File: config.mk
export PLATFORM = sky130hd
export DESIGN_NAME = hs32_mem_arbiter
export DESIGN_NICKNAME = d
export VERILOG_FILES = /design/src/rtl/hs32_pkg.sv /design/src/rtl/hs32_arb_timer.sv /design/src/rtl/hs32_mem_arbiter.sv
export SDC_FILE = /design/constraint.sdc
export NUM_CORES = 1
export LEC_CHECK = 0
export CORE_MARGIN = 2
export CORE_UTILIZATION = 50
export CTS_CLUSTER_DIAMETER = 30
export DETAILED_ROUTE_END_ITERATION = 10
export DONT_BUFFER_PORTS = 1
export PLACE_DENSITY = 0.67
export SETUP_SLACK_MARGIN = 0.4
export SLEW_MARGIN = 40
export SYNTH_ARGS = -nofsm -noshare
export SYNTH_HDL_FRONTEND = slang
export SYNTH_SLANG_ARGS = --single-unit
File: constraint.sdc
create_clock -name clk -period 1.7 [get_ports clk]
set_clock_uncertainty 0.05 [all_clocks]
set_input_delay 0.34 -clock clk [delete_from_list [all_inputs] [get_ports clk]]
set_output_delay 0.34 -clock clk [all_outputs]
set_load 0.01 [all_outputs]
File: src/rtl/hs32_pkg.sv
// hs32_pkg: shared FSM state and bus-owner encodings for the HS32 memory arbiter.
package hs32_pkg;

    typedef enum logic [1:0] {
        ST_IDLE = 2'd0,
        ST_BUS  = 2'd1,
        ST_RESP = 2'd2
    } state_e;

    typedef enum logic {
        OWN_FETCH = 1'b0,
        OWN_DATA  = 1'b1
    } own_e;

endpackage

File: src/rtl/hs32_arb_timer.sv
// hs32_arb_timer: bus watchdog; expired rises in the TIMEOUT-th enabled cycle after clear.
// TIMEOUT = 0 disables expiry.
module hs32_arb_timer #(
    parameter int TIMEOUT = 255
) (
    input  logic clk,
    input  logic reset,
    input  logic clear,
    input  logic enable,
    output logic expired
);

    localparam int W = (TIMEOUT > 0) ? $clog2(TIMEOUT + 1) : 1;
    localparam logic [W-1:0] LIM = W'((TIMEOUT > 0) ? TIMEOUT - 1 : 0);

    logic [W-1:0] cnt_q;

    always_ff @(posedge clk or negedge reset) begin
        if (!reset)
            cnt_q <= '0;
        else if (clear)
            cnt_q <= '0;
        else if (enable)
            cnt_q <= cnt_q + 1'b1;
    end

    // Count holds cycles already spent in BUS, so the current cycle is the last when it hits TIMEOUT-1.
    assign expired = (TIMEOUT > 0) && enable && (cnt_q == LIM);

endmodule

File: src/rtl/hs32_mem_arbiter.sv
// hs32_mem_arbiter: shares the HS32 memory bus between fetch and data ports, with a bus watchdog.
// Define HS32_ARB_RR_EN for round-robin arbitration; default is fixed data-over-fetch priority.
module hs32_mem_arbiter
    import hs32_pkg::*;
#(
    parameter int AW      = 32,
    parameter int DW      = 32,
    parameter int TIMEOUT = 255
) (
    input  logic          clk,
    input  logic          reset,
    input  logic          i_stb,
    input  logic [AW-1:0] i_addr,
    output logic          i_ack,
    output logic          i_err,
    output logic [DW-1:0] i_dtr,
    input  logic          d_stb,
    input  logic          d_rw,
    input  logic [AW-1:0] d_addr,
    input  logic [DW-1:0] d_dtw,
    output logic          d_ack,
    output logic          d_err,
    output logic [DW-1:0] d_dtr,
    output logic          m_stb,
    output logic          m_rw,
    output logic [AW-1:0] m_addr,
    output logic [DW-1:0] m_dtw,
    input  logic          m_ack,
    input  logic [DW-1:0] m_dtr,
    output logic          busy
);

    state_e        state_q;
    own_e          own_q;
    own_e          own_d;
    logic          grant_data;
    logic          expired;
    logic [DW-1:0] rd_data;
    logic          m_stb_q, m_rw_q, busy_q;
    logic [AW-1:0] m_addr_q;
    logic [DW-1:0] m_dtw_q;
    logic          i_ack_q, i_err_q, d_ack_q, d_err_q;
    logic [DW-1:0] i_dtr_q, d_dtr_q;

`ifdef HS32_ARB_RR_EN
    own_e last_q;
    assign grant_data = d_stb && (!i_stb || last_q == OWN_FETCH);
`else
    assign grant_data = d_stb;
`endif

    assign own_d   = grant_data ? OWN_DATA : OWN_FETCH;
    assign rd_data = (m_ack && !m_rw_q) ? m_dtr : '0;

    hs32_arb_timer #(.TIMEOUT(TIMEOUT)) u_timer (
        .clk     (clk),
        .reset   (reset),
        .clear   (state_q != ST_BUS),
        .enable  (state_q == ST_BUS),
        .expired (expired)
    );

    always_ff @(posedge clk or negedge reset) begin
        if (!reset) begin
            state_q  <= ST_IDLE;
            own_q    <= OWN_FETCH;
`ifdef HS32_ARB_RR_EN
            last_q   <= OWN_FETCH;
`endif
            m_stb_q  <= 1'b0;
            m_rw_q   <= 1'b0;
            m_addr_q <= '0;
            m_dtw_q  <= '0;
            busy_q   <= 1'b0;
            i_ack_q  <= 1'b0;
            i_err_q  <= 1'b0;
            i_dtr_q  <= '0;
            d_ack_q  <= 1'b0;
            d_err_q  <= 1'b0;
            d_dtr_q  <= '0;
        end else begin
            case (state_q)
                ST_IDLE: if (i_stb || d_stb) begin
                    state_q  <= ST_BUS;
                    own_q    <= own_d;
`ifdef HS32_ARB_RR_EN
                    last_q   <= own_d;
`endif
                    m_stb_q  <= 1'b1;
                    m_rw_q   <= grant_data & d_rw;
                    m_addr_q <= grant_data ? d_addr : i_addr;
                    m_dtw_q  <= grant_data ? d_dtw : '0;
                    busy_q   <= 1'b1;
                end
                ST_BUS: if (m_ack || expired) begin
                    state_q <= ST_RESP;
                    m_stb_q <= 1'b0;
                    if (own_q == OWN_DATA) begin
                        d_ack_q <= 1'b1;
                        d_err_q <= !m_ack;
                        d_dtr_q <= rd_data;
                    end else begin
                        i_ack_q <= 1'b1;
                        i_err_q <= !m_ack;
                        i_dtr_q <= rd_data;
                    end
                end
                ST_RESP: begin
                    state_q <= ST_IDLE;
                    busy_q  <= 1'b0;
                    i_ack_q <= 1'b0;
                    d_ack_q <= 1'b0;
                end
                default: state_q <= ST_IDLE;
            endcase
        end
    end

    assign m_stb  = m_stb_q;
    assign m_rw   = m_rw_q;
    assign m_addr = m_addr_q;
    assign m_dtw  = m_dtw_q;
    assign busy   = busy_q;
    assign i_ack  = i_ack_q;
    assign i_err  = i_err_q;
    assign i_dtr  = i_dtr_q;
    assign d_ack  = d_ack_q;
    assign d_err  = d_err_q;
    assign d_dtr  = d_dtr_q;

endmodule

# ---- After elaboration in Yosys (flattened, before gate mapping)
# Index checks and enable logic that the tools add are counted.
dict set report totals {
  register_bits 146
  inputBits 134
  out_inout_bits 135
  elab_cells 63
}
dict set report classes {
  add_sub_neg 1
  n_eq_ne 8
  mux 19
  bitwise_logic 2
  n_reduce_logical 19
}
# op n
set ops {}
lappend ops {{32-bit two-way mux} 3}
lappend ops {{8-bit two-way mux} 2}
lappend ops {{3-bit AND reduction} 5}
lappend ops {{8-bit by 1-bit adder with 8-bit output (second input constant)} 1}
lappend ops {{8-bit equality test (second input constant)} 1}
lappend ops {{2-bit != test (second input constant)} 4}
lappend ops {{1-bit case mux with 2 select lines} 4}
lappend ops {{2-bit nonzero test} 4}
lappend ops {{1-bit two-way mux} 7}
lappend ops {{2-bit AND reduction} 3}
lappend ops {{2-bit two-way mux} 2}
lappend ops {{2-bit case mux with 2 select lines} 1}
lappend ops {{2-bit by 1-bit equality test with 1-bit output (second input constant)} 1}
lappend ops {{2-bit equality test (second input constant)} 1}
lappend ops {{1-bit logical AND} 2}
lappend ops {{1-bit logical NOT} 2}
lappend ops {{2-bit logical NOT} 1}
lappend ops {{1-bit logical OR} 2}
lappend ops {{2-bit by 1-bit != test with 1-bit output (second input constant)} 1}
lappend ops {{1-bit bitwise AND} 1}
lappend ops {{1-bit inverter} 1}

# ---- Longest topological paths before layout
dict set report logic_depth {
  ltp_word 5
  depth_mapped 7
}

# ---- Cells and area by module
# Synthesis repeated with hierarchy kept, for this count alone.
dict set report unflattened {
  hier_cells 422
  hier_area_um2 6093.3
}
# module instances cells_each area_each_um2 seq_area_each_um2
set by_module_without_submodules {}
lappend by_module_without_submodules {hs32_mem_arbiter 1 381 5681.7 3453.3}
lappend by_module_without_submodules {hs32_arb_timer 1 41 411.6 200.2}

# ---- Worst setup path before layout
# No wires, ideal clock.
dict set report synth_path {
  path_type {flip-flop to flip-flop}
  startpoint {register u_timer.cnt_q[0]}
  endpoint {register d_ack_q, in the netlist d_ack}
  setup_ps 121
  arrival_time_ps 1329
  t_required_ps 1529
  path_slack_ps 200
  path_stages_with_launch 7
  period_less_slack_ps 1500
  path_cell_list {dfrtp_1 -> inv_1 -> ha_1 -> and3_1 -> a21o_4 -> buf_6 -> a22o_1}
}
dict set report synth_via {
  elab_chain_len 5
}
# element line
set synth_lines {}
lappend synth_lines {{start, declared} hs32_arb_timer.sv:16} ;# logic [W-1:0] cnt_q;
lappend synth_lines {{start signal, assigned} hs32_arb_timer.sv:24} ;# cnt_q <= cnt_q + 1'b1;
lappend synth_lines {{8-bit equality test} hs32_arb_timer.sv:28} ;# assign expired = (TIMEOUT > 0) && enable && (cnt_q == LIM);
lappend synth_lines {{1-bit logical AND} hs32_arb_timer.sv:28}
lappend synth_lines {{1-bit logical OR} hs32_mem_arbiter.sv:95} ;# ST_BUS: if (m_ack || expired) begin
lappend synth_lines {{2-bit != test (no source line)} --}
lappend synth_lines {{3-bit AND reduction (no source line)} --}
lappend synth_lines {{end signal, assigned} hs32_mem_arbiter.sv:78} ;# d_ack_q <= 1'b0;
lappend synth_lines {{end signal, assigned} hs32_mem_arbiter.sv:99} ;# d_ack_q <= 1'b1;
lappend synth_lines {{end signal, assigned} hs32_mem_arbiter.sv:112} ;# d_ack_q <= 1'b0;
lappend synth_lines {{end, declared} hs32_mem_arbiter.sv:42} ;# logic i_ack_q, i_err_q, d_ack_q, d_err_q;
# No other way between the ends.
# A chain may end at the register's enable or synchronous reset.

# ---- Final worst setup path
dict set report layout_path {
  startpoint {register state_q[1]}
  endpoint {register d_dtr_q[7], in the netlist d_dtr[7]}
}
dict set report layout_via {
  elab_chain_len 4
}
# element line
set layout_lines {}
lappend layout_lines {{start, declared} hs32_mem_arbiter.sv:33} ;# state_e state_q;
lappend layout_lines {{start signal, assigned} hs32_mem_arbiter.sv:65} ;# state_q <= ST_IDLE;
lappend layout_lines {{start signal, assigned} hs32_mem_arbiter.sv:84} ;# state_q <= ST_BUS;
lappend layout_lines {{start signal, assigned} hs32_mem_arbiter.sv:96} ;# state_q <= ST_RESP;
lappend layout_lines {{2-bit by 1-bit equality test with 1-bit output *} {hs32_mem_arbiter.sv:59, hs32_mem_arbiter.sv:82}}
lappend layout_lines {{1-bit logical AND} hs32_arb_timer.sv:28}
lappend layout_lines {{1-bit logical OR} hs32_mem_arbiter.sv:95}
lappend layout_lines {{3-bit AND reduction (no source line) *} --}
lappend layout_lines {{end signal, assigned} hs32_mem_arbiter.sv:101} ;# d_dtr_q <= rd_data;
lappend layout_lines {{end, declared} hs32_mem_arbiter.sv:43} ;# logic [DW-1:0] i_dtr_q, d_dtr_q;
# Mark *: on every way between the ends. The rest lies on a longest branch, timed or not.

==> results.ini <==
[outcome]
status = complete, but fails checks
failed_checks = hold timing

[power_and_ir_drop]
p_leak_nw = 4.132
p_per_area_nw_per_um2 = 2031
irDropWorstVdd_uv = 992.2

[timing]
max_clock_freq_mhz = 663.2
finalSetupTns_ns = 0
finalHoldViolations = 146
hold_ws_ns = -0.4224
tightest_slew_ns = 0.4654
fin_ws_ns = 0.1923
relSlewSlack_pct = 68.97
fin_crit_sh_pct = 88.69
min_period_ns = 1.508
rsz0062_at_grt = yes
final-setup-viol-count = 0
slew_violations = 0

[grt]
grt_pass1_wl_um = 26240
grt_pass1_vias = 4775
grt_usage_pct = 23.22
grt_antenna_before_repair = 0
grt_max_degree = 147
grt.overflow.total = 0

[synthesis]
ys_seq_elements = 146
synth_nets = 736
synth_top_area_cell = dfrtp_1
synthTopCellsByCount = 146 x dfrtp_1, 96 x mux2i_1, 67 x inv_1
yosys.area_share.simple_pct = 6.611
synth_xor_area_share_pct = 0.3835
synth.most_common_cell = dfrtp_1
synth_ff_type = dfrtp_1
synthDistinctLibCells = 36
synthDominantCellAreaShare_pct = 53.32
synth_area_per_cell_sq_um = 11.42
ys_seq_area_share_pct = 53.32
synthTopCellsByArea = dfrtp_1 53%, mux2i_1 14%, a22o_1 4.5%
synth-edff-count = 0
synthAdderAreaFrac_pct = 0.3652
syn_area_sq_um = 6852
synth_compound_area_share_pct = 16.23
ys_warn_count = 0
muxShareOfSynthArea_pct = 14.02
synth_top_family_by_area = compound AO/OA/AOI/OAI gates
synth_cells = 600
async_reset_ff_share_pct = 100.0

[cts]
cts_root_buf = clkbuf_16
numCtsBuffers = 17
postCtsHoldBufs = 8
cts.htree.levels = 4
insertion_delay_ns = 0.41
cts.sinks = 146
cts_tree = done
cts_buffer_depth = 2
clk_pin_slew_worst_paths_ns = 0.05

[cells_and_area]
utilization_pct = 65.18
syn_to_final_growth_pct = 26.48
drive_above_1_share_pct = 21.40
n_fill_cell = 990
multi_input_area_sq_um = 2759
nNetsFinal = 786
insertedDiodeCount = 0
regArea_sq_um = 3659

[routing]
wl_per_cell_um = 22.97
drcViolationCount = 0
drtIter0Drc = 345
vias_per_cell = 5.927
drtAntennaViolNets = 0
wl_um = 19180
drt_first_pass_iters = 4
vias = 4949

[setup_path]
cp_data_arrival_time_ns = 1.74
crit_path_start_kind = register
endpoint_kind = register
cp_data_required_time_ns = 1.93
crit_type = reg2reg
crit_buf_inv = 1
r2r_cells = 4
critPathTopFamily = flip-flops
path_depth = 4
cp_max_fo = 18
cpMaxStageDelayCell = dfrtp_2
crit_chain = and3b_2, buf_12, mux2i_1, o21ai_1
slowest_delay_ns = 0.43

[floorplanning]
fp.dieH_um = 121.1
core_sq_um = 13300
start_util_pct = 51.53
die_w_um = 121.1
ioPinCount = 269
die_area_sq_um = 14660
placementRows = 42

[min_path]
worstHoldPathType = in2async

[placement]
portBuffers = 0
place_congestion = 0.7535
place_ws_ns = 0.1023
dpl.hpwl_um = 10410

[job]
max-cap-violations = 0

==> path summary, 6_finish.rpt <==
kind                                            startpoint                          to  slack (ns)
worst max-delay path                state_q[1]$_DFFE_PN0P_        d_dtr[7]$_DFFE_PN0P_        0.19
worst min-delay path                                 reset       d_dtr[10]$_DFFE_PN0P_       -0.42
worst max register to register      state_q[1]$_DFFE_PN0P_        d_dtr[7]$_DFFE_PN0P_        0.19
worst min register to register  u_timer.cnt_q[0]$_DFF_PN0_  u_timer.cnt_q[0]$_DFF_PN0_        0.52
max in group asynchronous                            reset            m_rw$_DFFE_PN0P_        1.79
min in group clk                                  d_dtw[4]        m_dtw[4]$_DFFE_PN0P_        0.02
==> power breakdown <==
group	leakage (nW)	total, W	internal [W]	switching (W)
sequential	1.61	0.00736	0.00508	0.00228
clock	0.267	0.00343	0.00209	0.00134
combinational	2.25	0.00681	0.00383	0.00298
==> sequential cells by signal, summed over array words and instances (netlist names), 2 cells and up <==
register and count:
u_timer.cnt_q 8, state_q 2, m_dtw 32, m_addr 32, i_dtr 32, d_dtr 32
==> final cells by class <==
type	instances	share of cell area, %
clock buffers	22	5.472
clock inverters	6	0.6786
flip-flops and latches	146	42.22
well taps	176	2.541
inverters	67	2.902
repair buffers	75	14.35
multi-input cells	343	31.84
==> routing by layer <==
layer / up-vias / track usage [%] / share of wire [%]
met5: - / 0 / 0
met3: 36 / 8.882 / 9.8
met4: 0 / 8.212 / 2.0
met2: 258 / 37.71 / 50
li1: 2225 / - / -
met1: 2430 / 28.23 / 39
==> per-stage QoR <==
| step | power [W] | cell area, sq um | hold slack, ns | std cells |
|---|---|---|---|---|
| 2_1_floorplan | 0.01062 | 6912 | -0.005591 | 600 |
| 3_3_place_gp | 0.01148 | 6953 | -0.002463 | 744 |
| 3_5_place_dp | 0.01174 | 6953 | -0.002670 | 744 |
| 4_1_cts | 0.01618 | 7939 | -0.4452 | 799 |
| 5_1_grt | 0.01856 | 8666 | -0.4464 | 835 |
| 6_report | 0.01760 | 8666 | -0.4224 | 835 |
==> cell usage in the layout (no fill, tap or decap), drive strengths merged <==
cell,Yosys,routed
nand2,6,6
and3b,33,33
bufinv,0,1
or3,3,3
clkbuf,14,40
o211ai,1,1
nor3b,1,1
o21ai,68,68
nor2,6,6
dlygate4sd3,0,8
mux2i,96,96
a21o,2,5
and3,1,1
a31oi,34,34
or2b,1,1
inv,67,67
and2,2,2
nor2b,1,1
nand2b,1,1
buf,33,49
and4,1,1
xnor2,1,1
clkinv,0,5
a21oi,37,37
or2,1,1
xor2,2,2
dfrtp,146,146
a22o,35,35
nand3,4,4
ha,2,2
nand4,1,1
==> cell families after synthesis <==
logic type | Yosys count
fa+ha+maj | 2
simple gates | 62
mux | 96
buf+inv | 114
xor+xnor | 3
flops | 146
compound gates | 177
==> timing repair <==
| action | in CTS | in global routing |
|---|---|---|
| gates cloned | 9 | 23 |
| gates resized for setup | 36 | 42 |
| endpoints found under the setup margin | 137 | 140 |
| pin swaps | 5 | 13 |
| hold endpoints to repair | 155 | 146 |
| setup buffers | 10 | 13 |
Power figures use the tool's default switching activity.
